===== src/rtl/dct2_job_arbiter.sv =====
// Round-robin arbiter sharing one 2D DCT2 core between two requesters.
// Sequences each granted job through a vertical pass, a horizontal pass and an output drain.
module dct2_job_arbiter #(
    parameter int DRAIN_CYC = 2
) (
    input  logic       clk,
    input  logic       reset,
    input  logic [1:0] req_valid,
    input  logic [3:0] req_size,
    output logic [1:0] req_ready,
    input  logic       core_stall,
    output logic       core_start,
    output logic [1:0] core_size,
    output logic       core_dir,
    output logic       core_src,
    output logic       busy,
    output logic       done,
    output logic       done_src
);

    // state | meaning
    // IDLE  | no job active, arbitration open
    // RUN   | 2T counted cycles: first T vertical, last T horizontal
    // DRAIN | DRAIN_CYC counted cycles of output-pipeline flush
    typedef enum logic [1:0] {ST_IDLE, ST_RUN, ST_DRAIN} state_t;

    localparam logic       NO_DRAIN   = (DRAIN_CYC == 0);
    localparam logic [6:0] DRAIN_LOAD = (DRAIN_CYC > 0) ? 7'(DRAIN_CYC - 1) : 7'd0;

    state_t     state_q, state_d;
    logic [6:0] cnt_q, cnt_d;
    logic       ptr_q, ptr_d;
    logic       src_q, src_d;
    logic [1:0] size_q, size_d;
    logic       first_q, first_d;

    logic [1:0] grant;
    logic [1:0] sel_size;
    logic [6:0] t_val;
    logic       last_cyc;

    always_comb begin
        grant = 2'b00;
        if (state_q == ST_IDLE) begin
            case (req_valid)
                2'b01:   grant = 2'b01;
                2'b10:   grant = 2'b10;
                2'b11:   grant = ptr_q ? 2'b10 : 2'b01;
                default: grant = 2'b00;
            endcase
        end
    end

    assign sel_size = grant[1] ? req_size[3:2] : req_size[1:0];
    assign t_val    = 7'd4 << size_q;

    // Final counted cycle of a job; a stall here postpones it.
    assign last_cyc = (cnt_q == 7'd0) && !core_stall &&
                      ((state_q == ST_DRAIN) || ((state_q == ST_RUN) && NO_DRAIN));

    always_comb begin
        state_d = state_q;
        cnt_d   = cnt_q;
        ptr_d   = ptr_q;
        src_d   = src_q;
        size_d  = size_q;
        first_d = 1'b0;
        case (state_q)
            ST_IDLE: begin
                if (grant != 2'b00) begin
                    state_d = ST_RUN;
                    cnt_d   = (7'd8 << sel_size) - 7'd1;
                    size_d  = sel_size;
                    src_d   = grant[1];
                    ptr_d   = ~grant[1];
                    first_d = 1'b1;
                end
            end
            ST_RUN: begin
                if (!core_stall) begin
                    if (cnt_q == 7'd0) begin
                        state_d = NO_DRAIN ? ST_IDLE : ST_DRAIN;
                        cnt_d   = DRAIN_LOAD;
                    end else begin
                        cnt_d = cnt_q - 7'd1;
                    end
                end
            end
            ST_DRAIN: begin
                if (!core_stall) begin
                    if (cnt_q == 7'd0) begin
                        state_d = ST_IDLE;
                    end else begin
                        cnt_d = cnt_q - 7'd1;
                    end
                end
            end
            default: begin
                state_d = ST_IDLE;
                cnt_d   = 7'd0;
            end
        endcase
    end

    always_ff @(posedge clk or negedge reset) begin
        if (!reset) begin
            state_q <= ST_IDLE;
            cnt_q   <= 7'd0;
            ptr_q   <= 1'b0;
            src_q   <= 1'b0;
            size_q  <= 2'd0;
            first_q <= 1'b0;
        end else begin
            state_q <= state_d;
            cnt_q   <= cnt_d;
            ptr_q   <= ptr_d;
            src_q   <= src_d;
            size_q  <= size_d;
            first_q <= first_d;
        end
    end

    assign req_ready  = grant;
    assign core_start = (state_q == ST_RUN) && first_q;
    assign core_size  = size_q;
    assign core_dir   = (state_q == ST_RUN) && (cnt_q >= t_val);
    assign core_src   = src_q;
    assign busy       = (state_q != ST_IDLE);
    assign done       = last_cyc;
    assign done_src   = last_cyc && src_q;

endmodule

===== config.mk =====
export PLATFORM = sky130hd
export DESIGN_NAME = dct2_job_arbiter
export DESIGN_NICKNAME = d
export VERILOG_FILES = /design/src/rtl/dct2_job_arbiter.sv
export SDC_FILE = /design/constraint.sdc
export NUM_CORES = 1
export LEC_CHECK = 0
export CAP_MARGIN = 15
export CORE_ASPECT_RATIO = 0.75
export CORE_MARGIN = 4
export CORE_UTILIZATION = 46
export DETAILED_ROUTE_END_ITERATION = 10
export GPL_TIMING_DRIVEN = 0
export PLACE_DENSITY = 0.83
export SLEW_MARGIN = 20
export SYNTH_ARGS = -nofsm -noshare
export SYNTH_HDL_FRONTEND = slang
export SYNTH_SLANG_ARGS = --single-unit

===== constraint.sdc =====
create_clock -name clk -period 1.8 [get_ports clk]
set_input_delay 0.45 -clock clk [delete_from_list [all_inputs] [get_ports clk]]
set_output_delay 0.45 -clock clk [all_outputs]
set_load 0.01 [all_outputs]

==> out/results.tsv, run 1 <==
metric	value	unit
diodes	0	
dpl.hpwl	2.08	mm
die_area	0.00311	sq mm
finalSetupTns	-3.18	ns
yosysSeqAreaShare	33.5	%
post_drt_wl_per_cell	18.5	um
fmax	435	MHz
power_density	1080	mW/mm^2
numCtsBuffers	3	
multi_input_area	772	sq um
synth_area_leader_cell	dfrtp_1	
grt_pass1_vias	1258	
grt_usage	25.0	%
vdd_drop_max	0.755	mV
worst_slew_margin_rel	55.9	%
die_h	49.3	um
final_cells	193	
hold_viol	0	
required	1.35	ns
synth.distinct_cells	39	
antenna_found_initial	0	
grt_max_degree	15	
async_reset_ff_share	100	%
critPathArrivalTime	1.85	ns
worstSkewPairLatency	0.29	ns
via_per_inst	6.07	
violations	negative setup slack	
cp_max_fo	4	
setup_viol_count_final	12	
drtIter0Drc	62	
root_buffer	clkbuf_4	
critPathKind	reg -> out	
critPathCaptureType	output pin	
synth_edf_count	0	
cts_sinks	14	
ys_ff_latch	14	
setup_slack	-0.499	ns
slew_violations	0	
numPortBuffers	18	
final_nets	185	
finClkSkew	0.00689	ns
gp_congestion	0.817	
hp-class	in -> async	
drive_above_1_share	42.6	%
die_x	63.1	um
timing.hold.ws	0.552	ns
synthTopCellsByArea	dfrtp_1, ha_1, a21oi_1	
synth_top_cell_area_share	33.5	%
clk_pin_slew	0.10	ns
pre_cts_ws	-0.725	ns
cts_tree	built	
rows	14	
timing.final.crit_share	128	%
ys.flop_type	dfrtp_1	
status	complete, but fails checks	
fillCellCount	145	
final-seq-area	353	sq um
dp_cells	163	
initial_core_util	50.2	%
tightest_slew	0.660	ns
synthCells	121	
drcViolationCount	0	
p_leak	0.000711	uW
wirelength	3.56	mm
clock_path_buffers	2	
firstDrtPassIters	4	
cp-start-kind	flip-flop	
h-tree-depth	1	
postRouteAntennaNets	0	
max_cap_viol_count	0	
num_vias	1172	
rsz0062_at_grt	yes	
period_needed	2.30	ns
grt.overflow.total	0	
area_delta_synth_final	53.3	%
syn-cell-area	0.00105	sq mm
synthesis.nets	136	
coreArea	0.00208	sq mm
grt_pass1_wl	6.08	mm
syn-mean-instance-area	8.65	sq um
ys_warn_count	0	
pin_count	19	
[layout by cell type, fill, tap and decap left out, types with 2 or more instances in the layout]
cell | Yosys | routed
buf_4 | 1 | 24
dfrtp_1 | 14 | 12
nor2_1 | 13 | 10
nand2_1 | 9 | 9
a21oi_1 | 11 | 9
clkdlybuf4s50_1 | 0 | 7
nand2b_1 | 5 | 5
nor3_1 | 7 | 5
buf_2 | 0 | 5
inv_1 | 6 | 4
mux2i_1 | 4 | 4
o21ai_0 | 8 | 4
ha_1 | 6 | 4
buf_6 | 0 | 4
nor2_2 | 1 | 3
o21a_1 | 3 | 3
o21ai_1 | 1 | 3
clkbuf_4 | 0 | 3
nor2_4 | 1 | 2
clkbuf_1 | 3 | 2
clkbuf_8 | 0 | 2
or4_4 | 1 | 2
or2_4 | 1 | 2
nor3_2 | 0 | 2
and2_1 | 2 | 2
a21oi_2 | 0 | 2
o311ai_1 | 1 | 2
mux2_2 | 2 | 2
a22oi_1 | 2 | 2
dfrtp_2 | 0 | 2
dlygate4sd2_1 | 0 | 2
dlymetal6s2s_1 | 0 | 2
[Yosys cell counts, types with 2 or more instances]
| master | instances |
|---|---|
| nor2_1 | 13 |
| dfrtp_1 | 14 |
| nand2b_1 | 5 |
| o22ai_1 | 2 |
| nor3_1 | 7 |
| a22oi_1 | 2 |
| a21oi_1 | 11 |
| clkbuf_1 | 3 |
| a211oi_1 | 2 |
| nand2_1 | 9 |
| o21a_1 | 3 |
| inv_1 | 6 |
| mux2i_1 | 4 |
| mux2_2 | 2 |
| and2_1 | 2 |
| ha_1 | 6 |
| o21ai_0 | 8 |
[worst paths after layout]
kind                                            from                     end  slack, ns  cells past startpoint
worst max-delay path            cnt_q[4]$_DFFE_PN0P_                done_src      -0.50                      4
worst min-delay path                           reset  state_q[1]$_DFFE_PN0P_       0.55                      1
worst max register to register  cnt_q[4]$_DFFE_PN0P_    cnt_q[1]$_DFFE_PN0P_      -0.39                      5
worst min register to register  cnt_q[6]$_DFFE_PN0P_    cnt_q[6]$_DFFE_PN0P_       0.59                      2
max in group asynchronous                      reset    cnt_q[4]$_DFFE_PN0P_       0.78                      1
min in group clk                cnt_q[6]$_DFFE_PN0P_    cnt_q[6]$_DFFE_PN0P_       0.59                      2
[critical path: stages (launching register included)]
cell	delay (ns)
dfrtp_2	0.42
or4_4	0.55
or2_4	0.30
nor4_4	0.12
buf_2	0.17
[area by class of cell]
class                      count  area share (%)
clock buffer                   4            2.26
timing repair buffer          45            22.9
sequential                    14            22.0
multi-input combinational     97            48.1
tap                           24            1.87
inverter                       6            1.56
buffer                         3            1.33
[flip-flops by register name (all words and copies together), names as in the netlist]
name and cells:
cnt_q 7, core_size 2, core_src 1, first_q 1
ptr_q 1, state_q 2
[logic make-up (layout without fill, tap and decap cells)]
logic type / count (synthesis) / count (layout) / synth area share, %
and+or+nand+nor: 48 / 48 / 24.9
DFF: 14 / 14 / 33.5
muxes: 7 / 7 / 7.41
buffers and inverters: 10 / 58 / 3.94
adders and majority gates: 6 / 6 / 7.17
AOI/OAI and AO/OA: 36 / 36 / 23.2
[layer usage]
metal | wire length (um) | track usage (%) | vias to the layer above | share of wire [%]
met5 | 0 | 0 | - | 0
met3 | 270 | 6.45 | 13 | 7.6
met2 | 1780 | 42.9 | 54 | 50
met1 | 1400 | 29.6 | 570 | 39
li1 | - | - | 535 | -
met4 | 115 | 9.89 | 0 | 3.2
[what timing repair did]
action | in CTS | in global routing
setup buffers | 26 | 4
cloned | 0 | 0
gates resized for setup | 53 | 17
hold buffers | 0 | 0
setup endpoints to repair | 15 | 19
pin swaps | 10 | 3
[per-stage QoR]
| stage | power, uW | util, % | instance area [sq um] |
|---|---|---|---|
| after CTS | 1630 | 74.5 | 1550 |
| after global routing | 1860 | 77.0 | 1610 |
| final | 1730 | 77.0 | 1610 |
| after global placement | 1140 | 60.9 | 1270 |
| after floorplan | 959 | - | 1060 |
| after detailed placement | 1190 | 60.9 | 1270 |
[report_power, final]
| part | total, uW | internal [uW] | switching [uW] |
|---|---|---|---|
| logic | 958 | 505 | 453 |
| registers | 532 | 424 | 107 |
| clock network | 239 | 123 | 115 |
Note: power is estimated with default switching activity, not from simulation.
==> inputs of run 2 (changes only) <==
clock period = 1.87 ns   (was 1.8 ns; I/O delays follow)
==> run 2 against run 1 <==
Compared with the run above:
- the run still ends with negative setup slack left
- die area is the same
- cell count is the same
- core utilization grew 0.90 points
- via count grew 3.6%
- non-clock buffer count is the same
- sequential cell count is the same
- critical endpoint is now core_dir
- largest power group unchanged
- highest routed layer unchanged
==> out/results.tsv, run 2 (synthesized netlist as in run 1, its figures left out) <==
metric	value	unit
grt_pass1_vias	1137	
timing.final.crit_share	123	%
cp_common_cell	o21a_1	
period_needed	2.30	ns
vdd_drop_max	0.776	mV
rows	14	
cts_hold_buffers	0	
max_cap_viol_count	0	
r2r_start	cnt_q[4]$_DFFE_PN0P_	
clock_path_buffers	2	
crit_family	compound AO/OA/AOI/OAI gates	
die_area	0.00311	sq mm
wirelength	3.62	mm
fmax	435	MHz
post_drt_wl_per_cell	18.8	um
layout_commonest_cell	buf_4	
clk_pin_slew	0.10	ns
initial_core_util	50.2	%
critPathSlowestCell	dfrtp_1	
root_buffer	clkbuf_4	
hold_viol	0	
gp_congestion	0.827	
cp_max_fo	4	
hp-class	in -> async	
final_cells	193	
dpl.hpwl	2.02	mm
antenna_found_initial	0	
pre_cts_ws	-0.682	ns
worst-r2r-cell-count	6	
drtIter0Drc	49	
multi_input_area	781	sq um
drcViolationCount	0	
most-common-layout-cells	buf_4, nor2_1, dfrtp_1	
violations	negative setup slack	
setup_slack	-0.430	ns
p_leak	0.000692	uW
slew_violations	0	
largest_reg_flops	7	
fillCellCount	150	
drive_above_1_share	42.6	%
grt_usage	22.2	%
postRouteAntennaNets	0	
total_power	1750	uW
critPathKind	reg -> out	
die_x	63.1	um
rsz0062_at_grt	yes	
die_h	49.3	um
numCtsBuffers	3	
h-tree-depth	1	
grt.overflow.total	0	
critPathArrivalTime	1.83	ns
critPathMaxStageDelay	0.43	ns
numPortBuffers	18	
startpoint	core_size[1]$_DFFE_PN0P_	
power_density	1080	mW/mm^2
firstDrtPassIters	4	
final_nets	185	
worstSkewPairLatency	0.30	ns
setup_viol_count_final	10	
diodes	0	
status	complete, but fails checks	
required	1.40	ns
grt_pass1_wl	5.45	mm
r2r_slack	-0.38	ns
grt_max_degree	15	
critPathCaptureType	output pin	
cp-start-kind	flip-flop	
cts_tree	built	
worst_slew_margin_rel	52.9	%
pin_count	19	
path_buf_inv	1	
top_register	cnt_q	
area_delta_synth_final	55.1	%
final-seq-area	353	sq um
cts_sinks	14	
finClkSkew	0.0137	ns
tightest_slew	0.705	ns
r2r_end	cnt_q[1]$_DFFE_PN0P_	
num_vias	1214	
dp_cells	163	
path_cells	or2_4 -> ha_4 -> o21a_1 -> o21a_1 -> o21ai_1 -> a21oi_2 -> buf_2	
coreArea	0.00208	sq mm
via_per_inst	6.29	
[run 2: repair_timing]
item | 4_1_cts | 5_1_grt
buffers inserted | 18 | 8
gates resized for setup | 54 | 15
hold endpoints to repair | 0 | 0
endpoints found under the setup margin | 14 | 15
pin swaps | 11 | 2
[run 2: worst max-delay path by stage]
stage / cells past startpoint / end / slack, ns
after floorplan: 4 / cnt_q[1]$_DFFE_PN0P_ / -0.11
after global placement: 5 / req_ready[1] / -0.64
after detailed placement: 5 / req_ready[1] / -0.68
after CTS: 7 / core_dir / -0.43
after global routing: 7 / core_dir / -0.51
final: 7 / core_dir / -0.43
[run 2: report_power, final]
part           total, uW  switching (uW)  internal (uW)
clock                230             111            119
sequential           526             117            409
combinational        996             448            547
total               1750             677           1070
[run 2: layout make-up]
type	instances	share of cell area, %
repair buffers	44	22.6
multi-input cells	97	48.1
clock buffers	4	2.23
flip-flops and latches	14	21.7
inverters	6	1.54
well taps	24	1.85
plain buffers	4	2.00
[run 2: stage by stage]
| step | utilization (%) | hold slack (ns) | cell area (sq um) | TNS [ns] |
|---|---|---|---|---|
| 5_1_grt | 77.9 | 0.625 | 1620 | -3.50 |
| 3_3_place_gp | 60.9 | 0.500 | 1270 | -4.57 |
| 3_5_place_dp | 60.9 | 0.514 | 1270 | -5.06 |
| 6_report | 77.9 | 0.582 | 1620 | -2.78 |
| 2_1_floorplan | - | 0.172 | 1060 | -0.349 |
| 4_1_cts | 73.8 | 0.590 | 1540 | -1.94 |
[run 2: routing by layer]
metal	part of all wire, %	up-vias	wire length, um	global-route usage [%]
met5	0	-	0	0
met2	50	75	1820	39.2
li1	-	537	-	-
met4	4.5	0	163	6.59
met1	38	581	1360	26.7
met3	7.6	21	277	5.07
